<file path="config.mk">
export PLATFORM = sky130hd
export DESIGN_NAME = trng_ctrl
export DESIGN_NICKNAME = d
export VERILOG_FILES = /design/src/rtl/trng_ctrl.sv
export SDC_FILE = /design/constraint.sdc
export NUM_CORES = 1
export LEC_CHECK = 0
export CORE_MARGIN = 2
export CORE_UTILIZATION = 41
export DETAILED_ROUTE_END_ITERATION = 7
export GPL_TIMING_DRIVEN = 0
export PLACE_DENSITY = 0.72
export SLEW_MARGIN = 5
export SYNTH_ARGS = -nofsm -noshare
export SYNTH_HDL_FRONTEND = slang
export SYNTH_SLANG_ARGS = --single-unit
</file>
<file path="constraint.sdc">
create_clock -name clk -period 3.54 [get_ports clk]
set_input_delay 0.354 -clock clk [delete_from_list [all_inputs] [get_ports clk]]
set_output_delay 0.354 -clock clk [all_outputs]
set_load 0.01 [all_outputs]
</file>
<file path="src/rtl/trng_ctrl.sv">
// Ring-oscillator TRNG controller: restarts the rings, discards warm-up bytes and packs raw bytes into words.
// Runs a repetition-count health test on every sampled byte and latches a sticky fault until en drops.
module trng_ctrl #(
  parameter int WORD_W    = 32,
  parameter int DISCARD   = 64,
  parameter int RCT_LIMIT = 16
) (
  input  logic              clk,
  input  logic              rst_n,
  input  logic              en,
  input  logic [7:0]        raw_byte,
  input  logic              raw_valid,
  output logic              str_rst_n,
  output logic [WORD_W-1:0] rnd_data,
  output logic              rnd_valid,
  input  logic              rnd_ready,
  output logic              fault
);

  localparam int NB   = WORD_W / 8;
  localparam int BC_W = $clog2(NB) + 1;
  localparam int DC_W = $clog2(DISCARD + 1);

  typedef enum logic [2:0] {IDLE, RING_RST, WARMUP, COLLECT, FAULT} state_t;

  state_t            state;
  logic [1:0]        rst_sync;
  logic [2:0]        rr_cnt;
  logic [DC_W-1:0]   disc_cnt;
  logic [BC_W-1:0]   byte_cnt;
  logic [WORD_W-1:0] shift;
  logic [7:0]        prev_byte;
  logic [7:0]        run_cnt;

  logic              run_ok;
  logic              take;
  logic              same;
  logic [7:0]        run_nxt;
  logic              rct_hit;
  logic              full_byte;
  logic              xfer;
  logic              stall;
  logic [WORD_W-1:0] shift_nxt;

  // Reset assertion is immediate; release reaches the FSM two clocks later.
  always_ff @(posedge clk or negedge rst_n) begin
    if (!rst_n) rst_sync <= 2'b00;
    else        rst_sync <= {rst_sync[0], 1'b1};
  end

  assign run_ok    = rst_sync[1];
  assign take      = raw_valid && (state == WARMUP || state == COLLECT);
  assign same      = (run_cnt != 8'd0) && (raw_byte == prev_byte);
  assign run_nxt   = !same ? 8'd1 : ((run_cnt == 8'hFF) ? 8'hFF : run_cnt + 8'd1);
  assign rct_hit   = take && (run_nxt >= 8'(RCT_LIMIT));
  assign full_byte = (byte_cnt == BC_W'(NB - 1));
  assign xfer      = rnd_valid && rnd_ready;
  // A byte that would complete a word while the previous one is still unread is dropped.
  assign stall     = rnd_valid && !rnd_ready && full_byte;
  assign shift_nxt = {shift[WORD_W-9:0], raw_byte};

  always_ff @(posedge clk or negedge rst_n) begin
    if (!rst_n) begin
      state     <= IDLE;
      str_rst_n <= 1'b0;
      rnd_data  <= '0;
      rnd_valid <= 1'b0;
      fault     <= 1'b0;
      rr_cnt    <= '0;
      disc_cnt  <= '0;
      byte_cnt  <= '0;
      shift     <= '0;
      prev_byte <= '0;
      run_cnt   <= '0;
    end else begin
      unique case (state)
        IDLE: begin
          str_rst_n <= 1'b0;
          rnd_valid <= 1'b0;
          fault     <= 1'b0;
          if (en && run_ok) begin
            state   <= RING_RST;
            rr_cnt  <= '0;
            run_cnt <= '0;
          end
        end
        RING_RST: begin
          if (!en) begin
            state <= IDLE;
          end else if (rr_cnt == 3'd7) begin
            state     <= WARMUP;
            str_rst_n <= 1'b1;
            disc_cnt  <= '0;
          end else begin
            rr_cnt <= rr_cnt + 3'd1;
          end
        end
        WARMUP, COLLECT: begin
          if (!en) begin
            state     <= IDLE;
            str_rst_n <= 1'b0;
            rnd_valid <= 1'b0;
            byte_cnt  <= '0;
            shift     <= '0;
          end else begin
            if (take) begin
              run_cnt   <= run_nxt;
              prev_byte <= raw_byte;
            end
            if (rct_hit) begin
              state     <= FAULT;
              fault     <= 1'b1;
              str_rst_n <= 1'b0;
              rnd_valid <= 1'b0;
              byte_cnt  <= '0;
            end else if (state == WARMUP) begin
              if (take) begin
                if (disc_cnt == DC_W'(DISCARD - 1)) begin
                  state    <= COLLECT;
                  byte_cnt <= '0;
                  shift    <= '0;
                end else begin
                  disc_cnt <= disc_cnt + DC_W'(1);
                end
              end
            end else begin
              if (xfer) rnd_valid <= 1'b0;
              if (take && !stall) begin
                shift <= shift_nxt;
                if (full_byte) begin
                  rnd_data  <= shift_nxt;
                  rnd_valid <= 1'b1;
                  byte_cnt  <= '0;
                end else begin
                  byte_cnt <= byte_cnt + BC_W'(1);
                end
              end
            end
          end
        end
        FAULT: begin
          str_rst_n <= 1'b0;
          rnd_valid <= 1'b0;
          if (!en) begin
            state <= IDLE;
            fault <= 1'b0;
          end
        end
        default: state <= IDLE;
      endcase
    end
  end

endmodule
</file>
# Word-level counts from Yosys, hierarchy flattened
# Index checks and enable logic that the tools add are counted.
totals:
  regBits: 93
  input_bits: 13
  out_inout_bits: 35
  word_cells: 141
op_classes:
  addsub: 4
  order_cmp: 1
  eq_ne: 33
  n_mux: 57
  n_bitwise: 2
  n_reduce_logical: 32
ops:
  columns: ["cell", "n"]
  rows:
  - ["$mux 24", 6]
  - ["$mux 3", 19]
  - ["$mux 7", 7]
  - ["$mux 8", 5]
  - ["$ne 2x2->1 const B", 12]
  - ["$ne 4x4->1 const B", 5]
  - ["$reduce_and 4->1", 5]
  - ["$pmux 8 s2", 1]
  - ["$pmux 7 s2", 1]
  - ["$mux 1", 13]
  - ["$pmux 3 s4", 1]
  - ["$reduce_and 6->1", 2]
  - ["$eq 3x2->1 const B", 3]
  - ["$ne 3x3->1 const B", 3]
  - ["$add 8x1->8 const B", 1]
  - ["$eq 8x8->1", 1]
  - ["$eq 8x8->1 const B", 1]
  - ["$ge 8x5->1 const B", 1]
  - ["$logic_and 1x1->1", 8]
  - ["$reduce_and 8->1", 1]
  - ["$reduce_bool 2->1", 4]
  - ["$reduce_bool 8->1", 1]
  - ["$add 7x1->7 const B", 1]
  - ["$eq 7x6->1 const B", 1]
  - ["19 further kinds", 26]

# Logic depth before layout (Yosys ltp)
logic_depth:
  word_depth: 10
  ltp_mapped: 10
  depth_no_buf: 8

# Least setup slack after synthesis
# Ideal clock, no wire load.
synth_timing:
  path_kind: "register -> register"
  from: "register run_cnt[0]"
  to: "register rnd_data[0]"
  setup_time_ns: 0.125
  arrival_time_ns: 2.218
  t_required_ns: 3.415
  setup_slack_ns: 1.197
  stages_incl_launch_ff: 9
  path_buffers: 1
  period_less_slack_ns: 2.343
  cell_sequence: "dfrtp_1 -> ha_1 -> and3_1 -> or3_1 -> a22oi_4 -> nor3_4 -> nor2_8 -> buf_12 -> mux2_4"
synth_via:
  elab_chain_len: 7
  word_cells_on_any_way: 10
  classes_between: "1 x add/sub; 1 x order compare; 1 x eq/ne; 2 x mux; 1 x bitwise; 4 x reduce/logical"
synth_lines:
  columns: ["item", "line_no", "source"]
  rows:
  - ["start, declared", "33", "logic [7:0] run_cnt;"]
  - ["start signal, assigned", "107", "run_cnt <= run_nxt;"]
  - ["$add 8x1->8 (tied with other cells)", "54", "assign run_nxt = !same ? 8'd1 : ((run_cnt == 8'hFF) ? 8'hFF : run_cnt + 8'd1);"]
  - ["$mux 8 / $logic_and 1x1->1 (equally long branches)", "54, 53", null]
  - ["$mux 8 *", "54", null]
  - ["$ge 8x5->1 *", "55", "assign rct_hit = take && (run_nxt >= 8'(RCT_LIMIT));"]
  - ["$logic_and 1x1->1 *", "55", null]
  - ["$not 1->1 (no line) *", null, null]
  - ["$reduce_and 6->1 (no line) *", null, null]
  - ["end signal, assigned", "131", "rnd_data <= shift_nxt;"]
  - ["end, declared", "14", "output logic [WORD_W-1:0] rnd_data,"]
# Every way passes the cells marked *; elsewhere a longest branch is shown, timed or not.
# A chain may end at the register's enable or synchronous reset.

# Worst setup path after layout
layout_timing:
  from: "register run_cnt[0]"
  to: "register rnd_data[4]"
# Same word-level chain as after synthesis.

==> impl_results.md <==
- Status: finished, final reports clean
- Clk pin slew, worst setup/hold paths: about 0.1 ns
- Hold depth: 0
- Slowest CP cell: dfrtp_1
- All-Layer GR Usage: 0.165
- Gp weighted congestion: 0.860
- Minimum clock period: 2.58 ns
- DR WL/cell: 15.1 um
- Final Non-Filler Cells: approximately 600
- Clock Latency Late Sink: 0.37 ns
- Antenna Cells: 0
- Placeable Area: 0.0108 mm2
- Post-CTS setup buffer count: 0
- WP buf/inv: 1
- Worst-path maximum fanout: 10
- Vias in the first global route: between 3000 and 4000
- Fin nets: 477
- Area contributors post-synth: dfrtp_1, mux2_4, nand2_1
- Initial cell density of the core: 0.418
- Initial antenna violation count: 0
- Die height: roughly 110 um
- Clock tree buffer depth: 2
- Ports: between 40 and 50
- Startpoint types: flip-flop
- Leak pwr: between 0.002 and 0.0025 uW
- Vias/cell: around 5.3
- Final HPWL DP: about 6500 um
- Critical path type: flip-flop to flip-flop
- Hold buffers post-CTS: 1
- DRC: 0
- Reg2reg start: run_cnt[0]$_DFFE_PN0P_
- Worst-Margin Slew: between 0.6 and 0.7 ns
- Most numerous cell in the Yosys netlist: dfrtp_1
- Grt total ovfl: 0
- Netlist cell types: roughly 60
- Clock root cell: clkbuf_8
- Setup TNS: 0 ns
- Htree depth: 3
- Pwr dens: approximately 570 mW/mm2
- Largest net degree at the start of global routing: 69
- Initial DRT Pass Iterations: 4
- Area fraction of the dominant cell type after synthesis: 0.516
- FFs w/ async S/R, synth: 1.00
- CP delay by family, top: simple AND/OR/NAND/NOR gates
- Number of I/O port buffers: 47
- Critical Path End Type: flip-flop
- Share of layout cells above drive strength 1: 0.181
- Die width: 109 um
- Syn. warnings: 0
- Worst Path Required: ~3.8 ns
- Setup-failing EPs final: 0
- Initial DRC count: 240
- Critical Path AT: around 2.8 ns
- Worst reg2reg path depth: 8
- CTS sink cnt: a little over 90
- FF-to-FF setup slack: ~0.96 ns
- Fin. Hold Viols: 0
- Number of synthesized register bits: 93
- Antenna viol nets, final: 0
- Final wirelength: ~9100 um
- Hold WC Path Type: flip-flop to flip-flop
- Worst stage delay on the critical path: 0.43 ns
- Resized cells post-CTS: 0
- Worst slew margin: 0.553
- Routed vias: about 3200
- Total CTS buffers: 9
- Max capacitance violation total: 0
- Worst R2R End: rnd_data[4]$_DFFE_PN0P_
- Die area: 0.0119 mm2
- P&R area growth vs syn: 19.7%
- Top FF cell, synth: dfrtp_1
- Most frequent cells after synthesis: dfrtp_1, nand2_1, o21ai_0, mux2_4, nor2_1
- Critical-path cell list: ha_1 > and3_1 > or3_1 > a22oi_4 > nor3_4 > nor2_8 > buf_12 > mux2_4
- # rows: 38
- Placed cell count: 586
- Pins over their slew limit: 0
- Register area share after synthesis: 0.516
- CTS tree: yes
- Post-synth EDFFs: 0
- Fin crit share: 0.729
- Hold worst-path end: rst_sync[1]$_DFF_PN0_
- Worst VDD drop: 0.000259 V
- Mapped Cells: roughly 400
- Syn_nets: 417
- Clock skew: about 0.015 ns
- First-pass GRT wire length: 15300 um
- Max Fclk: around 390 MHz
- RSZ-0062 raised after global routing: false
- Syn avg cell area: 11.3 um2
- Mapped Area: between 0.004 and 0.005 mm2
- Worst Hold Launch: rst_sync[0]$_DFF_PN0_
- Cell taking the most area after synthesis: dfrtp_1
- PnR Total Power: approximately 3100 uW
==> per-stage QoR <==
step / instance area (um2) / worst slack [ns] / hold slack (ns) / utilization
2_1_floorplan: 4510 / 1.20 / 0.0584 / -
3_3_place_gp: 5160 / -1.25 / 0.332 / 0.478
3_5_place_dp: 5180 / 0.648 / 0.302 / 0.480
4_1_cts: 5400 / 0.942 / 0.361 / 0.500
5_1_grt: 5400 / 0.862 / 0.368 / 0.500
6_report: 5400 / 0.961 / 0.360 / 0.500
==> power breakdown <==
group / internal (uW) / switching (uW)
registers: 1280 / 164
logic: 411 / 487
clock network: 336 / 402
total: 2030 / 1050
==> layout by cell type, fill, tap and decap left out, types with 2 or more instances in the layout <==
| cell | n |
|---|---|
| a21oi_1 | 9 |
| clkdlybuf4s50_1 | 46 |
| o21ai_1 | 3 |
| nand2_1 | 72 |
| and2_1 | 3 |
| xnor2_1 | 2 |
| inv_8 | 2 |
| nor2b_1 | 4 |
| xor2_1 | 6 |
| clkbuf_1 | 9 |
| mux2_2 | 12 |
| a22o_1 | 8 |
| nand3_1 | 6 |
| clkinvlp_4 | 4 |
| nand2b_1 | 6 |
| mux2_4 | 30 |
| a31oi_1 | 3 |
| o31ai_1 | 6 |
| clkbuf_8 | 9 |
| and3b_1 | 2 |
| nor2_1 | 17 |
| buf_12 | 3 |
| o221a_2 | 2 |
| buf_2 | 4 |
| o21ai_0 | 44 |
| dfrtp_1 | 93 |
| buf_4 | 3 |
| inv_1 | 5 |
| or3_1 | 2 |
| and3_1 | 4 |
| ha_1 | 6 |
| nor3_1 | 2 |
| o211ai_1 | 3 |
==> per-layer routing <==
metal	GRT usage	routed length [um]	share of wire
met1	0.209	4070	0.45
met2	0.281	4580	0.50
met3	0.0323	287	0.032
met4	0.0540	152	0.017
met5	0	0	0
==> cell type report <==
| type | instances | area, um2 |
|---|---|---|
| inverters | 5 | 18.8 |
| well taps | 140 | 175 |
| fillers | 945 | 5400 |
| repair buffers | 49 | 505 |
| clock buffers | 9 | 124 |
| clock inverters | 7 | 82.6 |
| plain buffers | 19 | 133 |
| multi-input cells | 281 | 2030 |
| flip-flops and latches | 93 | 2330 |
==> how the worst max path moves through the flow <==
| stage | start | end | slack (ns) | cells past startpoint |
|---|---|---|---|---|
| after floorplan | run_cnt[0]$_DFFE_PN0P_ | rnd_data[0]$_DFFE_PN0P_ | 1.20 | 8 |
| after global placement | rst_n | rnd_data[2]$_DFFE_PN0P_ | -1.25 | 1 |
| after detailed placement | raw_byte[2] | rnd_data[4]$_DFFE_PN0P_ | 0.65 | 8 |
| after CTS | run_cnt[0]$_DFFE_PN0P_ | rnd_data[4]$_DFFE_PN0P_ | 0.94 | 8 |
| after global routing | run_cnt[0]$_DFFE_PN0P_ | rnd_data[30]$_DFFE_PN0P_ | 0.86 | 8 |
| final | run_cnt[0]$_DFFE_PN0P_ | rnd_data[4]$_DFFE_PN0P_ | 0.96 | 8 |
==> flip-flops by register name, summed over array words and instances (netlist names) <==
| name | flops |
|---|---|
| rnd_data | 32 |
| shift | 24 |
| prev_byte | 8 |
| run_cnt | 8 |
| disc_cnt | 7 |
| byte_cnt | 3 |
| rr_cnt | 3 |
| state | 3 |
| rst_sync | 2 |
| fault | 1 |
| rnd_valid | 1 |
| str_rst_n | 1 |
==> kinds of logic after synthesis <==
group | after synthesis | share of synthesized area
AO/OA/AOI/OAI | 91 | 0.138
buffers and inverters | 24 | 0.0336
other | 1 | 0.000831
AND/OR/NAND/NOR | 132 | 0.148
XOR/XNOR | 8 | 0.0155
multiplexers | 43 | 0.132
adder cells (fa/ha/maj) | 6 | 0.0166
flip-flops | 93 | 0.516
Note: power is estimated with default switching activity, not from simulation.
